File: src/rtl/loop_buffer_ctrl_pkg.sv
// Shared loop-buffer definitions: FSM encodings, default depth and the
// control-transfer opcodes also decoded by the stream loop detector.
package loop_buffer_ctrl_pkg;

  localparam int unsigned LB_DEPTH = 32;

  localparam logic [1:0] LB_IDLE   = 2'd0;
  localparam logic [1:0] LB_FILL   = 2'd1;
  localparam logic [1:0] LB_PRIME  = 2'd2;
  localparam logic [1:0] LB_REPLAY = 2'd3;

  localparam logic [6:0] OPC_JAL   = 7'b1101111;
  localparam logic [6:0] OPC_BTYPE = 7'b1100011;
  localparam logic [6:0] OPC_JALR  = 7'b1100111;

  // True for any instruction that redirects fetch.
  function automatic logic is_ctrl_xfer(input logic [31:0] instr);
    return (instr[6:0] == OPC_JAL) || (instr[6:0] == OPC_BTYPE) ||
           (instr[6:0] == OPC_JALR);
  endfunction

endpackage

File: src/rtl/loop_buffer_ctrl.sv
// Loop-buffer controller: captures a loop body from IFID, then replays it
// from the BRAM while normal fetch is blocked, until the loop exit resolves.
module loop_buffer_ctrl
  import loop_buffer_ctrl_pkg::*;
#(
  parameter int unsigned DEPTH  = LB_DEPTH,
  parameter int unsigned ADDR_W = $clog2(DEPTH),
  parameter int unsigned DATA_W = 32
) (
  input  logic              clk_i,
  input  logic              reset_ni,
  input  logic              start_buf_i,
  input  logic [31:0]       loop_pc_i,
  input  logic              close_buf_i,
  input  logic              abort_buf_i,
  input  logic              mispredict_i,
  input  logic              stall_i,
  input  logic              ifid_valid_i,
  input  logic [DATA_W-1:0] ifid_instr_i,
  input  logic [31:0]       ifid_pc_i,
  output logic              bram_en_o,
  output logic              bram_we_o,
  output logic [ADDR_W-1:0] bram_addr_o,
  output logic [DATA_W-1:0] bram_wdata_o,
  input  logic [DATA_W-1:0] bram_rdata_i,
  output logic              rep_valid_o,
  output logic [DATA_W-1:0] rep_instr_o,
  output logic [31:0]       rep_pc_o,
  output logic              fetch_block_o,
  output logic              release_o,
  output logic              overflow_o
);

  localparam logic [ADDR_W-1:0] LAST_ENTRY = ADDR_W'(DEPTH - 1);
  localparam logic [ADDR_W-1:0] PTR_ONE    = ADDR_W'(1);
  localparam logic [ADDR_W:0]   LEN_ONE    = (ADDR_W+1)'(1);

  logic [1:0]        state_q,     state_d;
  logic [ADDR_W-1:0] wr_ptr_q,    wr_ptr_d;
  logic [ADDR_W-1:0] rd_ptr_q,    rd_ptr_d;   // entry being read this cycle
  logic [ADDR_W-1:0] rd_idx_q,    rd_idx_d;   // entry whose data is on rdata
  logic [ADDR_W:0]   len_q,       len_d;
  logic [31:0]       base_pc_q,   base_pc_d;
  logic              rep_valid_q, rep_valid_d;
  logic [DATA_W-1:0] rep_instr_q, rep_instr_d;
  logic [31:0]       rep_pc_q,    rep_pc_d;
  logic              release_q,   release_d;
  logic              overflow_q,  overflow_d;
  logic [ADDR_W:0]   last_rd;

  // Replay PCs are rebuilt from loop_pc, so the IFID PC is not needed.
  logic unused_ifid_pc;
  assign unused_ifid_pc = ^ifid_pc_i;

  assign last_rd = len_q - LEN_ONE;

  // Next-state, pointer and BRAM port decode.
  always_comb begin
    state_d      = state_q;
    wr_ptr_d     = wr_ptr_q;
    rd_ptr_d     = rd_ptr_q;
    rd_idx_d     = rd_idx_q;
    len_d        = len_q;
    base_pc_d    = base_pc_q;
    rep_valid_d  = rep_valid_q;
    rep_instr_d  = rep_instr_q;
    rep_pc_d     = rep_pc_q;
    release_d    = 1'b0;
    overflow_d   = 1'b0;
    bram_en_o    = 1'b0;
    bram_we_o    = 1'b0;
    bram_addr_o  = '0;
    bram_wdata_o = '0;
    case (state_q)
      LB_IDLE: begin
        if (start_buf_i && !mispredict_i && !abort_buf_i) begin
          base_pc_d = loop_pc_i;
          wr_ptr_d  = '0;
          state_d   = LB_FILL;
        end
      end
      LB_FILL: begin
        if (mispredict_i || abort_buf_i) begin
          // Drop the partial body; the write this cycle is suppressed.
          release_d = 1'b1;
          state_d   = LB_IDLE;
        end else if (ifid_valid_i) begin
          bram_en_o    = 1'b1;
          bram_we_o    = 1'b1;
          bram_addr_o  = wr_ptr_q;
          bram_wdata_o = ifid_instr_i;
          wr_ptr_d     = wr_ptr_q + PTR_ONE;
          if (close_buf_i) begin
            // The closing branch is the last body entry.
            len_d   = {1'b0, wr_ptr_q} + LEN_ONE;
            state_d = LB_PRIME;
          end else if (wr_ptr_q == LAST_ENTRY) begin
            overflow_d = 1'b1;
            release_d  = 1'b1;
            wr_ptr_d   = '0;
            state_d    = LB_IDLE;
          end
        end
      end
      LB_PRIME: begin
        if (mispredict_i || abort_buf_i) begin
          release_d = 1'b1;
          state_d   = LB_IDLE;
        end else begin
          // Pre-read entry 0 so REPLAY has data on its first cycle.
          bram_en_o   = 1'b1;
          bram_addr_o = '0;
          rd_idx_d    = '0;
          rd_ptr_d    = (len_q == LEN_ONE) ? '0 : PTR_ONE;
          state_d     = LB_REPLAY;
        end
      end
      default: begin  // LB_REPLAY
        if (mispredict_i) begin
          release_d   = 1'b1;
          rep_valid_d = 1'b0;
          rep_instr_d = '0;
          rep_pc_d    = '0;
          state_d     = LB_IDLE;
        end else if (!stall_i) begin
          rep_valid_d = 1'b1;
          rep_instr_d = bram_rdata_i;
          rep_pc_d    = base_pc_q + 32'({rd_idx_q, 2'b00});
          bram_en_o   = 1'b1;
          bram_addr_o = rd_ptr_q;
          rd_idx_d    = rd_ptr_q;
          rd_ptr_d    = ({1'b0, rd_ptr_q} == last_rd) ? '0 : rd_ptr_q + PTR_ONE;
        end
      end
    endcase
  end

  // State, pointers and registered outputs; reset clears everything.
  always_ff @(posedge clk_i or negedge reset_ni) begin
    if (!reset_ni) begin
      state_q     <= LB_IDLE;
      wr_ptr_q    <= '0;
      rd_ptr_q    <= '0;
      rd_idx_q    <= '0;
      len_q       <= '0;
      base_pc_q   <= '0;
      rep_valid_q <= 1'b0;
      rep_instr_q <= '0;
      rep_pc_q    <= '0;
      release_q   <= 1'b0;
      overflow_q  <= 1'b0;
    end else begin
      state_q     <= state_d;
      wr_ptr_q    <= wr_ptr_d;
      rd_ptr_q    <= rd_ptr_d;
      rd_idx_q    <= rd_idx_d;
      len_q       <= len_d;
      base_pc_q   <= base_pc_d;
      rep_valid_q <= rep_valid_d;
      rep_instr_q <= rep_instr_d;
      rep_pc_q    <= rep_pc_d;
      release_q   <= release_d;
      overflow_q  <= overflow_d;
    end
  end

  assign rep_valid_o   = rep_valid_q;
  assign rep_instr_o   = rep_instr_q;
  assign rep_pc_o      = rep_pc_q;
  assign release_o     = release_q;
  assign overflow_o    = overflow_q;
  assign fetch_block_o = (state_q == LB_PRIME) || (state_q == LB_REPLAY);

endmodule

File: config.mk
export PLATFORM = sky130hd
export DESIGN_NAME = loop_buffer_ctrl
export DESIGN_NICKNAME = d
export VERILOG_FILES = /design/src/rtl/loop_buffer_ctrl_pkg.sv /design/src/rtl/loop_buffer_ctrl.sv
export SDC_FILE = /design/constraint.sdc
export NUM_CORES = 1
export LEC_CHECK = 0
export BUFFER_PORTS_ARGS = -buffer_cell sky130_fd_sc_hd__buf_2
export CAP_MARGIN = 20
export CORE_MARGIN = 5
export CORE_UTILIZATION = 41
export CTS_BUF_LIST = sky130_fd_sc_hd__clkbuf_2
export CTS_CLUSTER_DIAMETER = 200
export DETAILED_ROUTE_END_ITERATION = 10
export PLACE_DENSITY = 0.78
export SYNTH_ARGS = -nofsm -noshare
export SYNTH_HDL_FRONTEND = slang
export SYNTH_SLANG_ARGS = --single-unit
File: constraint.sdc
create_clock -name clk_i -period 4.9 [get_ports clk_i]
set_input_delay 0.735 -clock clk_i [delete_from_list [all_inputs] [get_ports clk_i]]
set_output_delay 0.735 -clock clk_i [all_outputs]
set_load 0.01 [all_outputs]
### After elaboration in Yosys (flattened, before gate mapping)

Cells that the tools add are included.
W data, S select, Z words.

| cells by class | value |
|---|---|
| bitwise gates (word level) | 3 |
| eq/ne operators | 15 |
| reductions and logical operators | 18 |
| multiplexer cells | 54 |
| $add $sub $neg | 5 |

Operators by type and width:

| kind | number |
|---|---|
| $mux W32 | 7 |
| $mux W5 | 16 |
| $pmux W5 S2 | 4 |
| $add A32 B7 Y32 | 1 |
| $mux W1 | 17 |
| $reduce_and A4 Y1 | 4 |
| $mux W2 | 7 |
| $add A5 B1 Y5 const B | 2 |
| $ne A2 B2 Y1 const B | 5 |
| $add A5 B1 Y6 const B | 1 |
| $eq A5 B6 Y1 | 1 |
| $eq A6 B1 Y1 const B | 1 |
| $pmux W1 S3 | 2 |
| $pmux W2 S3 | 1 |
| $sub A6 B1 Y6 const B | 1 |
| $eq A5 B5 Y1 const B | 1 |
| $eq A2 B2 Y1 const B | 2 |
| $ne A2 B1 Y1 const B | 2 |
| $ne A4 B4 Y1 const B | 1 |
| $reduce_and A2 Y1 | 2 |
| $reduce_bool A4 Y1 | 1 |
| $reduce_or A2 Y1 | 2 |
| $ne A3 B3 Y1 const B | 1 |
| $not A1 Y1 | 3 |
| other kinds (7) | 10 |

| word-level totals | value |
|---|---|
| input port bits | 136 |
| logic and storage cells | 106 |
| bits in registers | 122 |

### Logic depth before layout (Yosys ltp)

Gate-level depths: netlist of run 1.

| logic depth | value |
|---|---|
| word-level depth | 6 |
| mapped depth | 10 |
| gate-level depth less buffers | 9 |

### Worst setup path before layout of run 1

OpenSTA, ideal clock, no wires.

| timing path | value |
|---|---|
| kind | input-to-output |
| start | in mispredict_i |
| end | out bram_wdata_o[10] |
| arrival time | 1981 ps |
| path slack | 2184 ps |
| stages | 7 |
| buffers on the path | 3 |
| path through | clkbuf_1 -> nor3_1 -> nand3_1 -> inv_2 -> buf_2 -> clkbuf_1 -> and2_1 |

| between the ends | value |
|---|---|
| cells in the longest elaborated chain, start to end | 3 |

RTL lines:

| what | RTL line | source |
|---|---|---|
| start, declared | loop_buffer_ctrl.sv:16 | `input logic mispredict_i,` |
| $logic_or A1 B1 Y1 | loop_buffer_ctrl.sv:83 | `if (mispredict_i \|\| abort_buf_i) begin` |
| $mux W32 | loop_buffer_ctrl.sv:83 |  |
| $mux W32 | loop_buffer_ctrl.sv:74 | `case (state_q)` |
| end, declared | loop_buffer_ctrl.sv:24 | `output logic [DATA_W-1:0] bram_wdata_o,` |

Every way passes these cells.

### Worst setup path in the final report of run 1

| timing path | value |
|---|---|
| start | reg state_q[1] |
| end | out bram_wdata_o[9] |

| between the ends | value |
|---|---|
| cells in the longest elaborated chain, start to end | 2 |

RTL lines:

| what | RTL line | source |
|---|---|---|
| start, declared | loop_buffer_ctrl.sv:38 | `logic [1:0] state_q, state_d;` |
| start signal, assigned | loop_buffer_ctrl.sv:153 | `state_q <= state_d;` |
| $eq A2 B1 Y1 | loop_buffer_ctrl.sv:74 |  |
| $mux W32 | loop_buffer_ctrl.sv:74 |  |

Every way passes these cells.

==> flow_summary.ini, run 1 <==
[global_routing]
globalRouteTotalUtil_pct = 17.5
grt_antenna_before_repair = 1
grt_max_degree = 66
grt_overflow = 0
grt_pass1_vias = 4584
grt_pass1_wl_um = 23000

[worst_setup_path]
crit_type = flip-flop to primary output
rr_worst_depth = 10
cpLargestDelayFamily = simple AND/OR/NAND/NOR gates
cp-end-kind = primary output
cp_cell_sequence = nor3_1 > nand3_1 > inv_2 > and2_1 > buf_2
rrSetupSlack_ns = 2.35
worstPathMaxFanout = 38
path_depth = 5
startpoint = state_q[1]$_DFFE_PN0P_
slowest_stage = dfrtp_1
cp.required_ns = 4.16
worstPathArrival_ns = 2.52
max_stage_delay_ns = 0.51
reg2reg_from = base_pc_q[2]$_DFFE_PN0P_
critPathBufInv = 2
start_kind = flip-flop

[die]
fp-row-count = 43
die_x_um = 129
core_region_area_um2 = 13900
pin_count = 243
fp.dieH_um = 129
initial_core_util_pct = 41.8
dieArea_um2 = 16600

[timing]
hold_viol_final = 0
drv_slew = 0
tns_ns = 0
setup_viol_count_final = 0
min_period_ns = 3.26
rsz0062_at_grt = false
setup_ws_ns = 1.64
fmax_mhz = 307
fin_skew_ns = 0.0426
tightest_slew_ns = 1.10
whs_ns = 0.252
relSlewSlack_pct = 26.7
fin_crit_sh_pct = 66.4

[detailed_routing]
firstDrtPassIters = 5
vias = 4663
avgViaCountPerCell = 5.06
ant_nets = 0
drc = 0
routed_wl_um = 14200
drtIter0Drc = 218
routedWlPerCell_um = 15.4

[cts]
clk_latency_ns = 0.68
clock_sinks = 122
cts.repair.resized = 0
h-tree-depth = 4
cts_root_buf = clkbuf_2
cts_tree = yes
clk_pin_slew_ns = 0.20
cts_buffers = 17
ctsHoldBuffers = 1
cts_setup_buffers = 0
clock_path_buffers = 2

[synthesis]
synth_top_family_by_area = compound AO/OA/AOI/OAI gates
synthSimpleGateAreaFrac_pct = 13.8
yosysTopAreaCell = dfrtp_1
synth_xor_area_share_pct = 5.14
ys_seq_area_share_pct = 52.7
synth_edf_count = 0
synthCells = 524
synthesis.nets = 671
synth_flop_cell = dfrtp_1
avgSynthCellArea_um2 = 11.1
synth_area_um2 = 5800
synthMuxAreaShare_pct = 6.78
synth_cell_types = 51
synth_top_area_share_pct = 52.7
ys_seq_elements = 122
synthAdderAreaFrac_pct = 2.50
synth_compound_area_share_pct = 16.0
synth-async-reset-ratio_pct = 100
synth_warnings = 0
yosys-top-cells-area = dfrtp_1 53%, a22o_1 7.0%, mux2_2 5.2%

[status]
status = finished, final reports clean

[finish]
drive_gt1_share_pct = 38.9
area_growth_pct = 25.6
fin_nets = 875

[power]
ir_worst_vdd_v = 0.000127
power_density_nw_per_um2 = 301
leakagePower_nw = 3.77
finalPower_mw = 2.19

[job]
cap_violations = 0

[place]
gp_congestion = 0.799
io_buffers = 210
pre_cts_slack_ns = 1.97
dpl.hpwl_um = 10200

[min_path]
worstHoldPathCells = 2
holdCritPathClass = primary input to flip-flop
hp-start = loop_pc_i[6]
## Yosys cell counts (2+ instances only)
cell	n
mux2_2	27
a21o_1	5
nand2b_1	5
dfrtp_1	122
nand2_1	49
o21a_1	2
nor2b_1	3
a21oi_1	7
o21ai_1	10
xnor2_1	16
nor3b_1	2
o21ai_0	39
inv_1	12
a22o_1	46
nor3_2	3
and3_1	7
a211oi_1	2
clkbuf_1	24
mux2_1	7
o31ai_1	3
nor2_1	7
buf_2	8
and2_1	34
o2111ai_1	3
ha_1	10
or3_1	2
nand4_1	3
a31oi_1	2
o211ai_2	3
xor2_1	18
o211ai_1	2
nor3_1	10
nand3_1	13
## routing by layer
layer  vias up  GRT usage, %  wire length [µm]
met4         0          5.87               204
met2       126          28.5              7030
met5         -             0                 0
li1       2276             -                 -
met1      2243          22.5              6130
met3        18          4.86               816
## sequential cells by signal (all words and copies together) (netlist names)
register and flops:
rd_idx_q 5, overflow_o 1, base_pc_q 32, len_q 6
rep_pc_o 32, release_o 1, rd_ptr_q 5, rep_valid_o 1
rep_instr_o 32, state_q 2, wr_ptr_q 5
## area by class of cell
cell class	count	area (µm²)
diodes	1	2.50
clock buffers	20	100
clock inverters	12	174
fillers	1293	6600
inverters	13	48.8
multi-input cells	357	2570
flip-flops and latches	122	3050
well taps	180	225
repair buffers	217	1110
## metrics by stage
stage / util, % / cells / area, µm²
after CTS: 52.4 / 920 / 7270
after global routing: 52.5 / 922 / 7280
after detailed placement: 50.3 / 887 / 6990
after global placement: 50.3 / 887 / 6990
final: 52.5 / 922 / 7280
after floorplan: - / 524 / 5800
## logic make-up after synthesis
family / count (synthesis)
compound gates: 131
xor+xnor: 34
fa+ha+maj: 11
buf+inv: 45
flops: 122
mux: 35
simple gates: 146
## report_power, final
group          switching (mW)  leakage [nW]  internal [mW]  total (mW)
Clock                   0.371         0.159          0.339       0.711
Combinational           0.139          2.03          0.165       0.303
Sequential             0.0852          1.58           1.09        1.18
## path summary, 6_finish.rpt
check,to
worst max-delay path,bram_wdata_o[9]
min in group asynchronous,base_pc_q[27]$_DFFE_PN0P_
worst min register to register,rep_pc_o[10]$_DFFE_PN0P_
worst max register to register,rep_pc_o[22]$_DFFE_PN0P_
max in group asynchronous,state_q[0]$_DFFE_PN0P_
worst min-delay path,base_pc_q[6]$_DFFE_PN0P_
## cells in the final DEF, fill, tap and decap left out, types with 2 or more instances in the layout
cell,count
clkinv_4,3
o211ai_2,3
mux2_2,27
nor3b_1,2
nand4_1,3
o21ai_1,10
a21oi_1,7
nand2_1,49
clkinv_1,2
nand3_1,13
o2111ai_1,3
clkbuf_2,20
or3_1,2
clkinvlp_4,2
dfrtp_1,122
xor2_1,18
a211oi_1,2
nor3_2,4
ha_1,10
xnor2_1,16
nor3_1,9
a22o_1,46
nor2b_1,3
o21a_1,2
inv_1,12
buf_4,7
buf_2,209
nand2b_1,5
mux2_1,7
bufinv_16,4
a31oi_1,2
o31ai_1,3
nor2_1,7
o211ai_1,2
a21o_1,4
o21ai_0,39
and3_1,7
and2_1,34
Power figures use the tool's default switching activity.
==> run 2, diff against run 1 <==
- PLACE_DENSITY: 0.78 -> 0.81
- clock period: 4.9 -> 2.85 ns (I/O delays scaled with it)
==> run 2 against run 1 <==
Compared with the run above: clock power rose by 56%; combinational power grew 100%; design area is 9.5% higher; setup slack worse by 1.4 ns; sequential power increased by 73%; sequential share of layout area fell by 3.6 points; highest routed layer unchanged.
==> flow_summary.ini, run 2 (synthesis results as in run 1) <==
[worst_setup_path]
start_kind = flip-flop
critPathBufInv = 2
reg2reg_from = state_q[0]$_DFFE_PN0P_
cpLargestDelayFamily = flip-flops
rr_worst_depth = 5
cp-end-kind = primary output
cp.required_ns = 2.42
max_stage_delay_ns = 0.52
r2r_end = rd_ptr_q[4]$_DFFE_PN0P_
rrSetupSlack_ns = 0.63
worstPathArrival_ns = 2.18
slowest_stage = dfrtp_1
worstPathMaxFanout = 19
crit_type = flip-flop to primary output
cp_cell_sequence = nor3_2 > nand3_2 > inv_4 > a22o_1 > buf_2

[global_routing]
globalRouteTotalUtil_pct = 19.5
grt_overflow = 0
grt_pass1_wl_um = 26000
grt_antenna_before_repair = 1
grt_pass1_vias = 5044
grt_max_degree = 79

[place]
gp_congestion = 0.824
io_buffers = 210
dpl.hpwl_um = 10900
placed_cells = 891

[timing]
min_period_ns = 2.61
setup_viol_count_final = 0
whs_ns = 0.0781
hold_viol_final = 0
fin_skew_ns = 0.0387
relSlewSlack_pct = 57.6
rsz0062_at_grt = false
tns_ns = 0
drv_slew = 0
tightest_slew_ns = 0.637
fin_crit_sh_pct = 91.5
fmax_mhz = 383

[cts]
clk_pin_slew_ns = 0.18
cts_root_buf = clkbuf_2
clock_sinks = 122
clock_path_buffers = 2
cts_buffers = 17
cts_tree = yes
h-tree-depth = 4
clk_latency_ns = 0.66
cts_setup_buffers = 0

[finish]
final_common_cell = buf_2
num-fill-cells = 1182
area_growth_pct = 37.6
regArea_um2 = 3050
mostFrequentLayoutCells = 209 x buf_2, 122 x dfrtp_1, 66 x dlygate4sd3_1
multiInputGateArea_um2 = 2590
finalNonFillerCells = 989
fin_nets = 944
drive_gt1_share_pct = 36.1

[die]
die_x_um = 129
core_region_area_um2 = 13900
dieArea_um2 = 16600
fp.dieH_um = 129
fp-row-count = 43
pin_count = 243
initial_core_util_pct = 41.8

[min_path]
holdCritPathClass = primary input to async pin

[detailed_routing]
avgViaCountPerCell = 5.03
routed_wl_um = 16100
firstDrtPassIters = 6
drc = 0
drtIter0Drc = 285
vias = 4971
ant_nets = 0
routedWlPerCell_um = 16.3

[job]
cap_violations = 0

[power]
ir_worst_vdd_v = 0.000199
leakagePower_nw = 4.05
power_density_nw_per_um2 = 472

[status]
status = finished, final reports clean
[run 2: changes by cell type in the layout (fill, tap and decap cells not counted), sizes merged]
cell | previous run | this run
dlygate4sd3 | 1 | 66
clkbuf | 20 | 17
clkinv | 6 | 7
clkinvlp | 2 | 4
buf | 216 | 219
bufinv | 4 | 3
[run 2: stage by stage]
step | util (%) | worst slack [ns] | power [mW] | cell area, µm²
final | 57.4 | 0.242 | 3.76 | 7970
after global routing | 57.4 | 0.0731 | 3.97 | 7970
after CTS | 57.3 | 0.00684 | 3.79 | 7950
after detailed placement | 50.7 | 0.572 | 2.60 | 7040
after global placement | 50.7 | 0.615 | 2.58 | 7040
after floorplan | - | 0.749 | 2.36 | 5800
[run 2: metal layers]
layer / vias up / routed length, µm / track usage (%)
met5: - / 0 / 0
met4: 0 / 312 / 7.23
met3: 23 / 799 / 3.49
met2: 137 / 8190 / 33.1
met1: 2398 / 6810 / 25.0
li1: 2413 / - / -
[run 2: final cells by class]
type	instances	share of cell area [%]
flip-flops and latches	122	38.3
multi-input cells	357	32.4
repair buffers	285	22.7
well taps	180	2.82
clock inverters	13	1.95
clock buffers	17	1.07
inverters	13	0.675
repair inverters	1	0.0785
diodes	1	0.0314
[run 2: timing repair]
item	in CTS	in global routing
hold endpoints to repair	188	0
gates cloned	0	1
resized for setup	2	5
endpoints found under the setup margin	35	39
pin swaps	0	0
hold buffers	66	0
[run 2: worst max path at each step]
stage	start	endpoint	slack [ns]	cells past startpoint
after global placement	mispredict_i	bram_addr_o[2]	0.61	6
after CTS	state_q[1]$_DFFE_PN0P_	bram_wdata_o[10]	0.007	5
after detailed placement	mispredict_i	bram_addr_o[0]	0.57	6
final	state_q[1]$_DFFE_PN0P_	bram_addr_o[2]	0.24	5
after global routing	state_q[1]$_DFFE_PN0P_	bram_wdata_o[9]	0.07	5
after floorplan	mispredict_i	bram_wdata_o[10]	0.75	7
[run 2: power by group]
part | switching [mW] | internal (mW) | leakage, nW
combinational | 0.265 | 0.345 | 2.34
sequential | 0.154 | 1.88 | 1.58
clock | 0.643 | 0.471 | 0.133
total | 1.06 | 2.70 | 4.05
==> run 3, diff against run 2 <==
- CORE_UTILIZATION: 41 -> 45
- PLACE_DENSITY: 0.81 -> 0.87
==> run 3 against run 2 <==
Compared with the run above: setup slack lost 0.049 ns; clock-buffer cell count up 2; maximum frequency shrank 1.9%; critical path type unchanged; largest cell class unchanged.
==> flow_summary.ini, run 3 (synthesis results as in run 1) <==
[global_routing]
grt_overflow = 0
grt_antenna_before_repair = 2
grt_pass1_vias = 5081
grt_pass1_wl_um = 24900
grt_max_degree = 45
globalRouteTotalUtil_pct = 20.8

[detailed_routing]
routedWlPerCell_um = 16.1
routed_wl_um = 15800
vias = 5042
met2_length_um = 8000
wl_met1_um = 6680
avgViaCountPerCell = 5.13
firstDrtPassIters = 7
top_layer_used = met5
wl_met3_um = 839
drtIter0Drc = 305
drc = 0
ant_nets = 0

[place]
placed_cells = 883
io_buffers = 210
gp_congestion = 0.804
dpl.hpwl_um = 10800

[cts]
clk_pin_slew_ns = 0.16
clock_path_buffers = 2
cts_tree = yes
clock_sinks = 122
clk_latency_ns = 0.67
cts_root_buf = clkbuf_2
cts_setup_buffers = 0
cts_buffers = 17
h-tree-depth = 4

[power]
ir_worst_vdd_v = 0.000245
power_density_nw_per_um2 = 472
leakagePower_nw = 4.07

[timing]
hold_viol_final = 0
fmax_mhz = 376
relSlewSlack_pct = 48.5
rsz0062_at_grt = false
fin_skew_ns = 0.0334
tns_ns = 0
fin_crit_sh_pct = 93.2
tightest_slew_ns = 0.772
min_period_ns = 2.66
drv_slew = 0
setup_viol_count_final = 0

[status]
status = finished, final reports clean

[die]
initial_core_util_pct = 45.9
core_region_area_um2 = 12600
fp-row-count = 41
die_x_um = 123
fp.dieH_um = 123
dieArea_um2 = 15200
pin_count = 243

[worst_setup_path]
worstPathArrival_ns = 2.23
cp.required_ns = 2.42
worstPathMaxFanout = 19
start_kind = flip-flop
cp-end-kind = primary output
crit_type = flip-flop to primary output

[finish]
regArea_um2 = 3050
fin_nets = 944
area_growth_pct = 37.5
finalNonFillerCells = 983
final_common_cell = buf_2
mostFrequentLayoutCells = 209 x buf_2, 121 x dfrtp_1, 66 x dlygate4sd3_1
drive_gt1_share_pct = 36.3
num-fill-cells = 972
multiInputGateArea_um2 = 2590

[job]
cap_violations = 0

[min_path]
holdCritPathClass = primary input to flip-flop
run 3: cell count changes in the layout (fill, tap and decap cells not counted), sizes merged:
cell	change
clkinvlp	-2
bufinv	+1
clkbuf	+2
clkinv	+2
inv	-1
run 3: cell type report:
cell class / count / share of cell area [%]
Sequential cell: 122 / 38.3
Multi-Input combinational cell: 357 / 32.5
Timing Repair Buffer: 285 / 22.5
Tap cell: 172 / 2.70
Clock inverter: 13 / 1.92
Clock buffer: 19 / 1.19
Inverter: 13 / 0.785
Timing Repair inverter: 1 / 0.0628
Antenna cell: 1 / 0.0314
run 3: routing by layer:
metal / vias to the layer above / global-route usage (%)
li1: 2412 / -
met1: 2474 / 25.9
met2: 131 / 35.7
met3: 23 / 5.49
met4: 2 / 6.09
met5: - / 0
run 3: worst paths after layout:
path                       slack, ns                startpoint  depth (start not counted)                   endpoint
max in group asynchronous       1.65                  reset_ni                          3     state_q[0]$_DFFE_PN0P_
hold / removal                  0.14               close_buf_i                          3       overflow_o$_DFF_PN0_
hold reg to reg                 0.49   rep_pc_o[4]$_DFFE_PN0P_                          2    rep_pc_o[4]$_DFFE_PN0P_
setup / recovery                0.19    state_q[1]$_DFFE_PN0P_                          5             bram_addr_o[3]
min in group asynchronous       0.25                  reset_ni                          2  base_pc_q[27]$_DFFE_PN0P_
setup reg to reg                0.56  base_pc_q[3]$_DFFE_PN0P_                          7   rep_pc_o[15]$_DFFE_PN0P_
run 3: power by group:
| part | switching (mW) | internal, mW | total, mW |
|---|---|---|---|
| Combinational | 0.264 | 0.345 | 0.609 |
| Clock | 0.633 | 0.488 | 1.12 |
| Sequential | 0.153 | 1.88 | 2.03 |
run 3: critical path: stages (launching register included):
cell,delay [ns]
dfrtp_1,0.52
nor3_2,0.29
nand3_2,0.18
bufinv_8,0.28
a22o_1,0.16
buf_2,0.15
run 3: metrics by stage:
stage	utilization [%]	power, mW	hold WS [ns]	setup WS, ns	instance area (µm²)
floorplan	-	2.36	0.132	0.749	5800
global placement	55.6	2.57	0.449	0.554	7020
detailed placement	55.6	2.60	0.449	0.536	7020
CTS	63.0	3.79	0.0699	0.0798	7950
global route	63.1	3.97	0.0908	0.00498	7970
finish	63.1	3.76	0.140	0.193	7970
run 3: repair_timing:
action | in CTS | in global routing
hold endpoints to repair | 108 | 0
gates resized for setup | 5 | 2
endpoints found under the setup margin | 36 | 36
cloned | 0 | 1
hold buffers | 66 | 0
